===== config.mk =====
export PLATFORM = sky130hd
export DESIGN_NAME = video_timing
export DESIGN_NICKNAME = d
export VERILOG_FILES = /design/src/rtl/video_timing.sv
export SDC_FILE = /design/constraint.sdc
export NUM_CORES = 1
export LEC_CHECK = 0
export CORE_UTILIZATION = 45
export DETAILED_ROUTE_END_ITERATION = 16
export GPL_TIMING_DRIVEN = 0
export PLACE_DENSITY = 0.76
export RECOVER_POWER = 50
export SLEW_MARGIN = 20
export SYNTH_ARGS = -nofsm -noshare
export SYNTH_HDL_FRONTEND = slang
export SYNTH_SLANG_ARGS = --single-unit

===== constraint.sdc =====
create_clock -name clk -period 5 [get_ports clk]
set_clock_uncertainty 0.1 [all_clocks]
set_input_delay 1 -clock clk [delete_from_list [all_inputs] [get_ports clk]]
set_output_delay 1 -clock clk [all_outputs]
set_load 0.05 [all_outputs]

===== src/rtl/video_timing.sv =====
// video_timing: raster counters, syncs, blanking, strobes and line interrupt with frame-deferred mode switch
module video_timing #(
  parameter int VACT = 480,
  parameter int VFP  = 10,
  parameter int VSW  = 2,
  parameter int VBP  = 33
) (
  input  logic       clk,
  input  logic       reset,
  input  logic       video_mode,
  input  logic [9:0] irqline,
  output logic       mode,
  output logic [9:0] hpos,
  output logic [9:0] vpos,
  output logic       hsync,
  output logic       vsync,
  output logic       blank,
  output logic       newline,
  output logic       newframe,
  output logic       irq
);
  localparam int VTOTAL = VACT + VFP + VSW + VBP;
  logic [9:0] hn, vn, hlast, hact, hs0, hs1;
  logic       mn, eol, eof;
  // Decodes use the next counter state so registered outputs line up with hpos/vpos
  always_comb begin
    hlast = mode ? 10'd799 : 10'd909;
    eol   = hpos == hlast;
    eof   = eol && vpos == 10'(VTOTAL - 1);
    hn    = eol ? 10'd0 : hpos + 10'd1;
    vn    = eof ? 10'd0 : eol ? vpos + 10'd1 : vpos;
    mn    = eof ? video_mode : mode;
    hact  = mn ? 10'd640 : 10'd704;
    hs0   = mn ? 10'd656 : 10'd736;
    hs1   = mn ? 10'd751 : 10'd843;
  end
  always_ff @(posedge clk) begin
    if (reset) begin
      hpos     <= '0;
      vpos     <= '0;
      mode     <= 1'b0;
      hsync    <= 1'b1;
      vsync    <= 1'b1;
      blank    <= 1'b0;
      newline  <= 1'b0;
      newframe <= 1'b0;
      irq      <= 1'b0;
    end else begin
      hpos     <= hn;
      vpos     <= vn;
      mode     <= mn;
      hsync    <= !(hn >= hs0 && hn <= hs1);
      vsync    <= !(vn >= 10'(VACT + VFP) && vn <= 10'(VACT + VFP + VSW - 1));
      blank    <= hn >= hact || vn >= 10'(VACT);
      newline  <= hn == 10'd0;
      newframe <= hn == 10'd0 && vn == 10'd0;
      irq      <= hn == hact && vn == irqline;
    end
  end
endmodule


Yosys cells after proc, flatten, opt, wreduce, memory -nomap -nowiden
Index checks and enable logic that the tools add are counted.

Register bits after elaboration: 27. Input port bits: 13. Logic and storage cells: 39.

$add $sub $neg: 2. Magnitude comparators: 6. Eq/ne operators: 4. Multiplexer cells: 8. Reduce and logical (&&, ||, !) cells: 10.

Operator list (count): equality test 10 bit (3); 2-to-1 mux 10 bit (3); adder 10 x 1 -> 10 bit (second input constant) (2); greater-or-equal comparator 10 bit (2); greater-or-equal comparator 10 x 9 -> 1 bit (second input constant) (2); logical NOT 10 bit (2); 2-to-1 mux 7 bit (2); equality test 10 bit (second input constant) (1); <= comparator 10 bit (1); <= comparator 10 x 9 -> 1 bit (second input constant) (1); 2-to-1 mux 9 bit (1); 2-to-1 mux 8 bit (1); logical AND 1 bit (5); logical NOT 1 bit (2); logical OR 1 bit (1); 2-to-1 mux 1 bit (1).

Longest topological paths before layout
Depth in word-level cells: 8. Gate-level depth with buffers: 14.

Least setup slack after synthesis
No wires, ideal clock.

Kind: register to register. From: reg hpos[3]. To: reg hsync. Data arrival time: 3.394 ns. Data required time: 4.777 ns. Path slack: 1.382 ns. Stages on the path, launching flop included: 15. Buffers on the path: 3. Cells stage by stage: dfxtp_1 clkbuf_1 and4bb_2 o211a_1 buf_2 clkbuf_1 nand2_1 mux2i_1 inv_1 ha_1 nor3_1 nand4_1 o21ai_0 a21oi_1 or2_2.

Longest elaborated chain between the ends: 7. Elaborated cells between the ends (all ways): 11. Classes of those cells: add/sub: 1; order compare: 2; eq/ne: 1; mux: 4; reduce/logical: 3.

Ends and longest elaborated chain: start: declaration (line 13) `output logic [9:0] hpos,`; start signal: assignment (line 49) `hpos <= hn;`; equality test 10 bit * (line 28) `eol = hpos == hlast;`; logical AND 1 bit * (line 29) `eof = eol && vpos == 10'(VTOTAL - 1);`; 2-to-1 mux 1 bit * (line 32) `mn = eof ? video_mode : mode;`; via mn (line 24) `logic mn, eol, eof;`; 2-to-1 mux 7 bit / 2-to-1 mux 9 bit (equally long branches) (line 34, 35); greater-or-equal comparator 10 bit / <= comparator 10 bit (equally long branches) (line 52) `hsync <= !(hn >= hs0 && hn <= hs1);`; logical AND 1 bit * (line 52); logical NOT 1 bit * (line 52); end signal: assignment (line 52); end: declaration (line 15) `output logic hsync,`.

The timed path passes the listed nets; every way through them passes the cells marked *. A chain may end at the register's enable or synchronous reset.

Worst setup path after layout
Ends and elaborated chain as after synthesis.

==> reports/qor.csv <==
metric;value;unit
run status;finished, final reports clean;
Hold Path Class;reg -> reg;
XOR/XNOR Fraction of Synth Area;10.66;%
EDFF count, synth;0;
Worst-Margin Slew;933.1;ps
initial antenna violation count;0;
worst r2r src;hpos[3];
final hold vios;0;
Critical Path Slowest Stage Cell;mux2i_1;
PD cells;169.4;nW/um^2
Iteration-0 DRC Markers;125;
fin nets;293;
Clk pwr share;31.9;%
Die W;66.80;um
Max stage delay on crit path;550;ps
clock buffer depth;2;
CTS Sinks;27;
synth unique cells;54;
post-CTS setup buffer count;0;
synthesis-to-finish area growth;24.50;%
crit-path max FO;10;
Final Cycle Share;84.46;%
critical path capture point type;flip-flop;
crit path DAT;4290;ps
largest net degree at the start of global routing;16;
M3 GR Usage;2.740;%
DIE HEIGHT;66.80;um
Hold-fix buffers, CTS;0;
share of layout cells above drive strength 1;8.209;%
max_cap viols;0;
Warnings, synthesis;0;
Most common cell on crit path;clkbuf_1;
Setup crit end;hsync;
Place WS;1063;ps
GRT Residual Overflow;0;
# setup viols final;0;
CTS Buf Count;3;
Crit Path Category;reg -> reg;
GPL Wtd Cong;0.8653;
Max VDD drop;0.1619;mV
RSZ-0062 raised after global routing;false;
Starting Density;46.89;%
average size of a mapped cell;8.360;um^2
Vias/cell;5.755;
Max-slew headroom;37.52;%
die area;4462;um^2
switching power;102.3;uW
Sw Ratio;25.66;%
Reg2Reg Setup Slack;780;ps
crit path time final;4223;ps
count leader, synth;nor2_1;
Final HPWL DP;3.677;mm
Simple-Gate Fraction of Synth Area;30.07;%
fin util;58.39;%
Ant. Diodes;0;
Final Power;398.6;uW
Post-DRT Antenna Nets;0;
post-synthesis sequential area ratio;28.61;%
routing usage on met1;34.02;%
Non-Filler Instances;318;
crit path from;hpos[3];
FF-to-FF End;hsync;
cts repair resizes;0;
drt drc;0;
CORE AREA;4029;um^2
Internal Power;296.3;uW
Placed Cells;314;
Post-Route WL;4.787;mm
first-pass GRT wire length;7.845;mm
achievable frequency;236.8;MHz
Top Ports;40;
Avg WL per Cell;15.05;um
Yosys top cell by area;dfxtp_1;
Min-Delay Path Depth;1;
DR vias;1830;
#FFs+latches synth;27;
grt met2 use;35.98;%
post-synthesis adder-cell area fraction;7.285;%
reg2reg path depth;14;
Slew Viols, Final;0;
cell area after synthesis;1889;um^2
fin worst setup slack;776.8;ps
top post-synthesis cells by area;dfxtp_1 29%, ha_1 7.3%, xnor2_1 6.5%;
Post-Syn Instances;226;
gr busiest metal;met2;
CP Cell Sequence;clkbuf_1, and4bb_2, o211a_1, clkbuf_1, clkbuf_1, nand2_1, mux2i_1, inv_1, ha_1, nor3_1, nand4_1, o21ai_0, a21oi_1, or2_2;
post-synthesis compound-gate area fraction;16.29;%
Register Area;540.5;um^2
num rows;23;
crit start category;flip-flop;
P_leak;0.0009051;uW
CTS tree;yes;
first-pass detailed-route iteration total;4;
largest family of logic cells by synthesized area;simple AND/OR/NAND/NOR gates;
vias in the first global route;1638;
CP required;5070;ps
area of the multi-input gates;1221;um^2
GRT Overall Usage;23.34;%
Synth async-reset ratio;0;%
post-synthesis mux area share;1.656;%
Seq pwr share;55.6;%
PortBufs;38;
htree depth;1;
share of the synthesized area in the top cell type;28.61;%
Post-synth top flop;dfxtp_1;
top cells by count, synth;28 x nor2_1, 27 x dfxtp_1, 14 x xnor2_1, 12 x nand2_1;
Root Buffer;clkbuf_8;
syn_nets;250;
Fillers;383;
Gate power share;12.5;%
clock-pin slew on the worst setup and hold paths;90;ps
Skew-Pair Late Insertion Delay;280;ps
Fin Setup TNS;0;ps
-- state kept, by name, indices dropped and copies added (netlist names) --
signal and cells:
newline 1, mode 1, blank 1, vsync 1, newframe 1, irq 1, hpos 10, vpos 10
hsync 1
-- layout make-up --
type,count,share of cell area [%]
plain buffers,10,2.872
multi-input cells,180,51.91
repair buffers,38,16.17
clock inverters,1,0.2128
flip-flops and latches,27,22.98
well taps,50,2.660
clock buffers,3,1.755
inverters,9,1.436
-- through the flow --
step                hold slack, ps  cell area [um^2]
floorplan                    594.5              1889
global placement             425.9              2332
detailed placement           433.1              2332
CTS                          455.5              2379
global route                 496.5              2352
finish                       447.5              2352
-- layout by cell type (no fill, tap or decap), types with 2 or more instances in the layout --
cell type	count
clkdlybuf4s50_1	30
nor2_1	28
dfxtp_1	27
xnor2_1	14
nand2_1	12
a21oi_1	12
nand3_1	11
ha_1	11
inv_1	9
xor2_1	9
o21ai_0	8
dlygate4sd3_1	8
clkbuf_1	7
clkbuf_8	6
nor3_1	6
and3_1	6
a31oi_1	5
nand4_1	4
or3_1	3
nor2b_1	3
nor4_1	3
a211oi_1	3
o211ai_1	2
nand2b_1	2
or4_4	2
mux2i_1	2
and2_1	2
nor4b_1	2
o31ai_1	2
or4_1	2
a21o_1	2
or2_2	2
o22ai_1	2
-- cells by family (layout without fill, tap and decap cells) --
family          count (synthesis)  count (layout)
mux                             3               3
compound gates                 44              44
fa+ha+maj                      11              11
simple gates                   99              99
buf+inv                        19              61
flops                          27              27
xor+xnor                       23              23
-- worst min-delay path by stage --
stage	from	endpoint
after floorplan	hpos[0]	hpos[0]
after global placement	hpos[0]	hpos[0]
after detailed placement	hpos[0]	hpos[0]
after CTS	hpos[0]	hpos[0]
after global routing	hpos[0]	hpos[0]
final	hpos[0]	hpos[0]
-- critical path, delay by kind of cell (launching register included) --
kind	cells	cell delay, ps
DFF	1	330
and+or+nand+nor	5	1050
adders and majority gates	1	370
AOI/OAI and AO/OA	3	400
buffers and inverters	4	1310
muxes	1	550
-- layer usage --
metal | wire length [um] | share of wire [%] | up-vias
li1 | - | - | 896
met1 | 2362 | 49 | 877
met2 | 2177 | 45 | 50
met3 | 197 | 4.1 | 7
met4 | 49 | 1.0 | 0
met5 | 0 | 0 | -
-- power groups by stage --
stage / sequential (uW) / clock [uW] / combinational (uW)
2_1_floorplan: 237 / 0 / 19.5
3_3_place_gp: 226 / 0 / 49.8
3_5_place_dp: 227 / 0 / 50.6
4_1_cts: 222 / 130 / 50.8
5_1_grt: 222 / 141 / 54.1
6_report: 222 / 127 / 49.9
(Power assumes the default switching activity.)
